==> src/rtl/freq_pkg.sv <==
// Shared types, constants and helpers for the frequency-step front end.
package freq_pkg;
   localparam int LVL_W = 3;
   localparam int DIV_W = 8;
   localparam int N_LVL = 2 ** LVL_W;
   localparam logic [LVL_W-1:0] LVL_MAX = '1;

   typedef enum logic [1:0] {IDLE, HOLD, REPEAT} fsm_state_e;
   typedef enum logic [1:0] {NONE, UP, DOWN} btn_code_e;

   localparam logic [DIV_W-1:0] DIV_TABLE [N_LVL] = '{
      8'h01, 8'h02, 8'h04, 8'h08, 8'h10, 8'h20, 8'h40, 8'h80
   };

   // Both buttons held together is deliberately read as "released".
   function automatic btn_code_e btn_code(input logic up, input logic dn);
      btn_code_e code;
      code = NONE;
      if (up && !dn) begin
         code = UP;
      end else if (dn && !up) begin
         code = DOWN;
      end
      return code;
   endfunction

   function automatic logic [LVL_W-1:0] step_level(input logic [LVL_W-1:0] lvl,
                                                   input btn_code_e code);
      logic [LVL_W-1:0] nxt;
      nxt = lvl;
      if (code == UP && lvl != LVL_MAX) begin
         nxt = lvl + 1'b1;
      end else if (code == DOWN && lvl != '0) begin
         nxt = lvl - 1'b1;
      end
      return nxt;
   endfunction
endpackage

==> src/rtl/btn_debounce.sv <==
// Two-flop synchroniser followed by a stability counter for one push-button.
module btn_debounce #(
   parameter int DEB_CYCLES = 500000,
   parameter int CNT_W      = 26
) (
   input  logic clk_i,
   input  logic rst_n_i,
   input  logic btn_i,
   output logic deb_o
);
   localparam logic [CNT_W-1:0] DEB_TC = CNT_W'(DEB_CYCLES - 1);

   logic             sync1_q;
   logic             sync2_q;
   logic             deb_q;
   logic [CNT_W-1:0] cnt_q;

   // Any return to the accepted level restarts the stability count.
   always_ff @(posedge clk_i or negedge rst_n_i) begin
      if (!rst_n_i) begin
         sync1_q <= 1'b0;
         sync2_q <= 1'b0;
         deb_q   <= 1'b0;
         cnt_q   <= '0;
      end else begin
         sync1_q <= btn_i;
         sync2_q <= sync1_q;
         if (sync2_q != deb_q) begin
            if (cnt_q == DEB_TC) begin
               deb_q <= sync2_q;
               cnt_q <= '0;
            end else begin
               cnt_q <= cnt_q + 1'b1;
            end
         end else begin
            cnt_q <= '0;
         end
      end
   end

   assign deb_o = deb_q;
endmodule

==> src/rtl/freq_step_ctrl.sv <==
// Button-driven frequency level stepper; hands the divisor to the divider only at its terminal count.
module freq_step_ctrl
   import freq_pkg::*;
#(
   parameter int DEB_CYCLES   = 500000,
   parameter int REPEAT_DELAY = 50000000,
   parameter int REPEAT_RATE  = 20000000,
   parameter int CNT_W        = 26
) (
   input  logic             CLKNEXYS,
   input  logic             reset,
   input  logic             aumf_i,
   input  logic             bajaf_i,
   input  logic             tc_i,
   output logic [DIV_W-1:0] div_o,
   output logic [LVL_W-1:0] valueF,
   output logic             pend_o,
   output logic             upd_o
);
   // state  | meaning
   // IDLE   | no button held, waiting for a press
   // HOLD   | stepped once, timing the hold before auto-repeat
   // REPEAT | auto-repeating at the repeat rate while held

   localparam logic [CNT_W-1:0] DLY_TC  = CNT_W'(REPEAT_DELAY - 1);
   localparam logic [CNT_W-1:0] RATE_TC = CNT_W'(REPEAT_RATE - 1);

   logic             deb_up;
   logic             deb_dn;
   btn_code_e        code;
   fsm_state_e       state_q;
   btn_code_e        code_q;
   logic [CNT_W-1:0] timer_q;
   logic [LVL_W-1:0] level_q;
   logic [LVL_W-1:0] level_d;
   logic             pend_q;
   logic [DIV_W-1:0] div_q;
   logic [LVL_W-1:0] val_q;
   logic             upd_q;
   logic             step_req;
   logic             lvl_chg;
   logic             commit;

   btn_debounce #(.DEB_CYCLES(DEB_CYCLES), .CNT_W(CNT_W)) u_deb_up (
      .clk_i   (CLKNEXYS),
      .rst_n_i (reset),
      .btn_i   (aumf_i),
      .deb_o   (deb_up)
   );

   btn_debounce #(.DEB_CYCLES(DEB_CYCLES), .CNT_W(CNT_W)) u_deb_dn (
      .clk_i   (CLKNEXYS),
      .rst_n_i (reset),
      .btn_i   (bajaf_i),
      .deb_o   (deb_dn)
   );

   assign code = btn_code(deb_up, deb_dn);

   always_comb begin
      step_req = 1'b0;
      if (code != NONE) begin
         case (state_q)
            IDLE:    step_req = 1'b1;
            HOLD:    step_req = (code != code_q) || (timer_q == DLY_TC);
            REPEAT:  step_req = (code != code_q) || (timer_q == RATE_TC);
            default: step_req = 1'b0;
         endcase
      end
   end

   assign level_d = step_req ? step_level(level_q, code) : level_q;
   assign lvl_chg = (level_d != level_q);
   // Commit samples the level before this cycle's step; a same-cycle step stays pending.
   assign commit  = pend_q & tc_i;

   always_ff @(posedge CLKNEXYS or negedge reset) begin
      if (!reset) begin
         state_q <= IDLE;
         code_q  <= NONE;
         timer_q <= '0;
         level_q <= '0;
         pend_q  <= 1'b0;
         div_q   <= DIV_TABLE[0];
         val_q   <= '0;
         upd_q   <= 1'b0;
      end else begin
         level_q <= level_d;
         upd_q   <= commit;
         if (commit) begin
            div_q  <= DIV_TABLE[level_q];
            val_q  <= level_q;
            pend_q <= lvl_chg;
         end else if (lvl_chg) begin
            pend_q <= 1'b1;
         end

         case (state_q)
            IDLE: begin
               if (code != NONE) begin
                  state_q <= HOLD;
                  code_q  <= code;
                  timer_q <= '0;
               end
            end
            HOLD: begin
               if (code == NONE) begin
                  state_q <= IDLE;
                  timer_q <= '0;
               end else if (code != code_q) begin
                  code_q  <= code;
                  timer_q <= '0;
               end else if (timer_q == DLY_TC) begin
                  state_q <= REPEAT;
                  timer_q <= '0;
               end else begin
                  timer_q <= timer_q + 1'b1;
               end
            end
            REPEAT: begin
               if (code == NONE) begin
                  state_q <= IDLE;
                  timer_q <= '0;
               end else if (code != code_q) begin
                  state_q <= HOLD;
                  code_q  <= code;
                  timer_q <= '0;
               end else if (timer_q == RATE_TC) begin
                  timer_q <= '0;
               end else begin
                  timer_q <= timer_q + 1'b1;
               end
            end
            default: begin
               state_q <= IDLE;
               timer_q <= '0;
            end
         endcase
      end
   end

   assign div_o  = div_q;
   assign valueF = val_q;
   assign pend_o = pend_q;
   assign upd_o  = upd_q;
endmodule
==> config.mk <==
export PLATFORM = sky130hd
export DESIGN_NAME = freq_step_ctrl
export DESIGN_NICKNAME = d
export VERILOG_FILES = /design/src/rtl/freq_pkg.sv /design/src/rtl/btn_debounce.sv /design/src/rtl/freq_step_ctrl.sv
export SDC_FILE = /design/constraint.sdc
export NUM_CORES = 1
export LEC_CHECK = 0
export ABC_AREA = 1
export CAP_MARGIN = 20
export CORE_AREA = 4 4 113 115
export DETAILED_ROUTE_END_ITERATION = 8
export DIE_AREA = 0 0 117 119
export MAX_ROUTING_LAYER = met4
export PLACE_DENSITY = 0.78
export SLEW_MARGIN = 20
export SYNTH_ARGS = -nofsm -noshare
export SYNTH_HDL_FRONTEND = slang
export SYNTH_SLANG_ARGS = --single-unit
==> constraint.sdc <==
create_clock -name CLKNEXYS -period 2.75 [get_ports CLKNEXYS]
set_input_delay 0.275 -clock CLKNEXYS [delete_from_list [all_inputs] [get_ports CLKNEXYS]]
set_output_delay 0.275 -clock CLKNEXYS [all_outputs]
set_load 0.05 [all_outputs]
# Word-level counts from Yosys, hierarchy flattened
# Memories as Yosys holds them, arrays and structs flattened. A register that Yosys moved wholly into a read port is not among the register bits.
# Cells that the tools add are included.
[totals]
register_bits = 96
romBits = 64
output_inout_bits = 13
wordCells = 94
memories = 1
[classes]
addsub = 5
n_eq_ne = 19
mux = 32
n_bitwise = 2
n_reduce_logical = 20
[memory_table]
columns = ["memory", "words", "word_bits", "rd", "rd_ports_with_merged_regs", "wr", "line", "text"]
rows = [
  ["(name not given)", 8, 8, 1, 1, 0, "freq_step_ctrl.sv:91", "div_q <= DIV_TABLE[level_q];"],
]
[ops]
columns = ["cell", "n"]
rows = [
  ["26-bit 2-to-1 mux", 11],
  ["26-bit by 1-bit adder with 26-bit output (second input constant)", 3],
  ["26-bit case mux with 3 select lines", 1],
  ["26-bit by 19-bit equality test with 1-bit output (second input constant)", 2],
  ["26-bit by 25-bit equality test with 1-bit output (second input constant)", 1],
  ["26-bit equality test (second input constant)", 1],
  ["2-bit 2-to-1 mux", 11],
  ["3-bit != test (second input constant)", 4],
  ["3-bit 2-to-1 mux", 3],
  ["4-bit AND reduction", 2],
  ["2-bit case mux with 3 select lines", 1],
  ["2-bit nonzero test", 3],
  ["2-bit by 1-bit equality test with 1-bit output (second input constant)", 2],
  ["2-bit equality test (second input constant)", 2],
  ["1-bit logical AND", 4],
  ["2-bit zero test", 2],
  ["2-bit != test (second input constant)", 2],
  ["3-bit NOT with 4-bit output", 1],
  ["2-bit case mux with 2 select lines", 1],
  ["2-bit AND reduction", 2],
  ["3-bit by 1-bit adder with 3-bit output (second input constant)", 1],
  ["1-bit zero test", 3],
  ["1-bit 2-to-1 mux", 3],
  ["3-bit != test", 1],
  ["other kinds (9)", 11],
]

# Logic depth before layout (Yosys ltp)
[depth]
word_depth = 12
depth_mapped = 11
ltp_nobuf = 10

# By module
# From an unflattened synthesis, not the netlist that was laid out.
[unflattened]
cells_unflattened = 881
hier_area_um2 = 6491.2
[by_module_without_submodules]
columns = ["mod", "instances", "cells_each", "area_each_um2", "seq_area_each_um2"]
rows = [
  ["btn_debounce", 2, 231, 1705.4, 725.7],
  ["freq_step_ctrl", 1, 419, 3080.5, 1152.4],
]

# Least setup slack after synthesis
# Ideal clock, no wire load.
[synth_timing]
path_type = "register -> register"
start = "register u_deb_up.deb_q (netlist: u_deb_up.deb_o)"
end = "register timer_q[13]"
arrival_ns = 1.569
t_required_ns = 2.629
slack_ns = 1.060
path_stages_with_launch = 11
synth_period_minus_slack_ns = 1.690
cell_sequence = "dfrtp_1 > inv_1 > ha_1 > nand2_1 > inv_1 > nor2_1 > nand2_1 > clkinv_1 > nand4_1 > nand2_1 > nor2_1"
[synth_between]
elab_chain_cells = 8
word_cells_on_any_way = 14
classes_between = "eq/ne (2); mux (7); reduce/logical (5)"
[synth_lines]
columns = ["element", "line", "text"]
rows = [
  ["start: declaration", "btn_debounce.sv:15", "logic deb_q;"],
  ["start signal: assignment", "btn_debounce.sv:30", "deb_q <= sync2_q;"],
  ["1-bit zero test", "freq_pkg.sv:21", "end else if (dn && !up) begin"],
  ["1-bit logical AND", "freq_pkg.sv:21", ""],
  ["2-bit 2-to-1 mux", "freq_pkg.sv:21", ""],
  ["2-bit 2-to-1 mux (*)", "freq_pkg.sv:19", "if (up && !dn) begin"],
  ["2-bit != test", "freq_step_ctrl.sv:110, freq_step_ctrl.sv:124", ""],
  ["26-bit 2-to-1 mux, on equally long branches", "freq_step_ctrl.sv:124, freq_step_ctrl.sv:110", ""],
  ["26-bit 2-to-1 mux, on equally long branches", "freq_step_ctrl.sv:121, freq_step_ctrl.sv:107", ""],
  ["26-bit case mux with 3 select lines", "freq_step_ctrl.sv:98", "case (state_q)"],
  ["end signal: assignment", "freq_step_ctrl.sv:117", "timer_q <= timer_q + 1'b1;"],
  ["end signal: assignment", "freq_step_ctrl.sv:131", "timer_q <= timer_q + 1'b1;"],
  ["end: declaration", "freq_step_ctrl.sv:33", "logic [CNT_W-1:0] timer_q;"],
]
# Mark *: on every way between the ends. The rest lies on a longest branch, timed or not.
# A chain may end at the register's enable or synchronous reset.

# Worst setup path after layout
# Same ends and word-level chain as after synthesis.

==> results.txt <==
The run finished with clean final reports. The detailed router placed 5738 vias in this run. The complex-gate fraction of the synthesized area was 0.0379. Clock latency on the worst-skew pair, taken at its later pin, is 0.36 ns. The share of synthesized area spent on multiplexers was 0; the residual overflow from global routing was 0. Setup slack on the worst reg-to-reg path comes out at 0.72 ns. The logs give 0.406 for the proportion of synthesized chip area in sequential cells and 0.357 mV for the maximum ir drop on the vdd rail. Row generation in the floorplan step produced 40 rows.

The tools report the clock skew after layout as 0.00738 ns. The longest clock path from root to sink contains 2 buffers. The parity-gate share of the synthesized area counting xor and xnor cells was 0.0479; the clock-pin slew on the worst setup and hold paths was 0.08 ns.

Synthesis instantiated 32 different standard cells from the library. Hold timing on the final database bottoms out at a slack of 0.350 ns. TritonCTS built the clock tree. The area after detailed placement was 0.00672 sq mm. The master of the slowest instance on the critical path is dfrtp_1.

The floorplan step defined a core boundary enclosing 0.0118 sq mm. The synthesized design contains 0 enable-type register cells. The power density over cell area is 411 mW/mm^2, and the number of hold violations in the final report is 0. The fraction of the mapped netlist area in simple logic gates came out at 0.394. The worst reg2reg path endpoint is timer_q[13]. Most repeated cell in the gate-level netlist after synthesis: nand2_1. The biggest area contributor in the post-synthesis netlist is dfrtp_1.

Data on the critical path arrives at its endpoint at 2.28 ns. The worst setup path is captured at a register. Launch instance of the worst register-to-register path: u_deb_up.deb_o.

Leaving out filler cells and counting taps, the final layout contains 1079. The number of register bits inferred by synthesis was 104. Setup repair after global routing left no endpoint under its margin. The tools report the number of global-route vias before repair as 5294. During I/O placement, the number of pins put on the boundary was 18.

The run gives 950 as the total number of nets in the final design. For the worst flop-to-flop path, the logic depth is 9. Synthesis handed over a netlist of 909 instances. The tools report the number of antenna violations at the first check in global routing as 0. The starting density of the core was 0.542.

The tools report the number of maximum-capacitance violations as 0. Buffers placed on the I/O ports in this run total 17. Detailed placement ended at an HPWL of 10.9 mm. Traced cell by cell, the critical path runs through inv_1, ha_1, nand2_1, inv_1, nor2_1, nand2_1, clkinv_1, a31oi_1, nor2_1. The mean post-synth cell area was 7.05 sq um; the number of stages on the worst hold path was 0. Ranked by instance count, the synthesized netlist is headed by 252 x nand2_1, 155 x nor2_1, 104 x inv_1. The post-synthesis share of cell area spent on full adders, half adders and majority gates was 0.0352. Prior to clock tree synthesis, the placed netlist has a worst setup slack of 0.731 ns. The pre-antenna-repair detailed-routing pass consisted of 5 iterations.

The area growth from synthesis to layout came out at 9.59%. The tools report the total of fill cells in the finished design as 1144. The remaining design rule violation count is 0. Across the whole layout, storage elements account for 0.00260 sq mm. The mean routed wirelength per cell was 13.4 um; the final critical delay including setup and external delays was 2.03 ns.

The critical path is of the reg -> reg type. For this run, the top clock speed supported by timing is 493 MHz. For the die area, the log shows 0.0139 sq mm.

In this run the remaining antenna-violating nets after routing total 0. The tools report the hold path startpoint as u_deb_up.sync1_q. Overall power consumption after layout is estimated at 2.89 mW.

The period utilization is 0.738. The first-pass GRT wire length was 24.4 mm; the biggest cell delay along the critical path was 0.43 ns. The worst slew margin relative to its limit is 0.520. The number of warnings reported in the yosys synthesis log is 0.

From bottom edge to top edge, the die measures 119 um. Kind of launch point of the worst setup path: a register. After synthesis, the largest family of logic cells by area is simple AND/OR/NAND/NOR gates. After layout, the worst setup slack is 0.720 ns. The cell area after technology mapping is 0.00641 sq mm, and the post-layout instance area is 0.00702 sq mm. For the pin with the worst max-slew slack, the measured transition is 0.719 ns.

The tools report the total instance count after detailed placement as 1062. The clock drives 104 sinks. In this run the static leakage power is 3.04 nW. When the netlist entered floorplanning its net count stood at 932. The most instantiated flip-flop cell in the synthesis netlist is dfrtp_1.

Number of buffers created by CTS: 9. The footprint of the multi-input gates is 0.00330 sq mm. The class of the tightest hold or removal check is reg -> reg. The proportion of layout cells with a drive suffix above 1 is 0.0730. For the final-report max-slew violation count, the log shows 0.

The final count of negative-setup-slack endpoints is 0, and the count of H-tree levels built during CTS is 3. Entering global routing, the biggest net connects 74 pins. The iteration-0 DRC count of the detailed router was 504; the die boundary width was 117 um.

The run gives 0.594 as the end-of-flow core utilization. The worst hold path terminates at u_deb_up.sync2_q. After routing, the total negative slack on setup checks comes to 0 ns.

The post-CTS setup buffer count was 0; the routed wire length was 14.4 mm. The congestion estimate from routability-driven global placement came to 1.06. After synthesis, the cell types taking the most area are dfrtp_1 40%, nand2_1 15%, nor2_1 9.1%.

The total inserted antenna cells was 0; the fraction of registers with async set or reset after synthesis was 1.00. The area share of the largest cell type after synthesis was 0.402. For the worst setup path, the data required time is 3.00 ns.

The tools report the total track usage as 0.223. Of all nets on the critical path, the largest fanout is 13. The detail-routed via count per cell was 5.32. The root buffer cell chosen for the clock tree is clkbuf_16.
registers in the layout, indices dropped and copies added, names as in the netlist, 2 cells and up:
signal          count
code_q              2
div_o               8
level_q             3
state_q             2
timer_q            26
u_deb_dn.cnt_q     26
u_deb_up.cnt_q     26
valueF              3
timing repair:
| item | CTS | global route |
|---|---|---|
| resized for setup | 0 | 0 |
| hold endpoints to repair | 31 | 0 |
| hold buffers | 1 | 0 |
how the worst max path moves through the flow:
stage / endpoint / cells after the start / start
6_report: timer_q[13] / 9 / u_deb_up.deb_o
5_1_grt: timer_q[13] / 9 / u_deb_up.deb_o
4_1_cts: timer_q[13] / 9 / u_deb_up.deb_o
3_5_place_dp: timer_q[13] / 9 / u_deb_up.deb_o
3_3_place_gp: timer_q[13] / 9 / u_deb_up.deb_o
2_1_floorplan: timer_q[13] / 10 / u_deb_up.deb_o
cell type report:
type,instances,area share
multi-input cells,675,0.470
flip-flops and latches,104,0.371
well taps,147,0.0262
clock buffers,9,0.0321
repair buffers,20,0.0292
inverters,117,0.0626
clock inverters,7,0.00891
metal layers:
metal,vias to the layer above,track usage,share of wire
met2,180,0.322,0.45
met3,29,0.0579,0.058
li1,2900,-,-
met4,0,0.0789,0.021
met1,2629,0.305,0.47
met5,-,-,0
power breakdown:
part           total, mW  internal, mW  switching, mW
clock               1.25         0.633          0.620
sequential          1.55          1.54        0.00893
combinational     0.0846        0.0213         0.0633
logic make-up (layout without fill, tap and decap cells):
group                    Yosys count  in the layout
AND/OR/NAND/NOR                  576            576
AO/OA/AOI/OAI                     46             46
flip-flops                       104            104
buffers and inverters            130            153
adder cells (fa/ha/maj)           18             18
XOR/XNOR                          35             35
critical path: cells and delay by family (launching register included):
family | cells | cell delay, ns
simple gates | 4 | 0.42
compound gates | 1 | 0.16
fa+ha+maj | 1 | 0.34
flops | 1 | 0.43
buf+inv | 3 | 0.58
placed cells by master (no fill, tap or decap), types with 9 or more instances in the layout:
| master | n |
|---|---|
| nand2_1 | 252 |
| nor2_1 | 155 |
| inv_1 | 104 |
| dfrtp_1 | 103 |
| nand3_1 | 69 |
| nor3_1 | 32 |
| o21ai_0 | 30 |
| xor2_1 | 27 |
| nand4_1 | 24 |
| ha_1 | 18 |
| clkdlybuf4s50_1 | 16 |
| inv_2 | 12 |
| nand3_2 | 9 |
| clkbuf_16 | 9 |
Power figures use the tool's default switching activity.
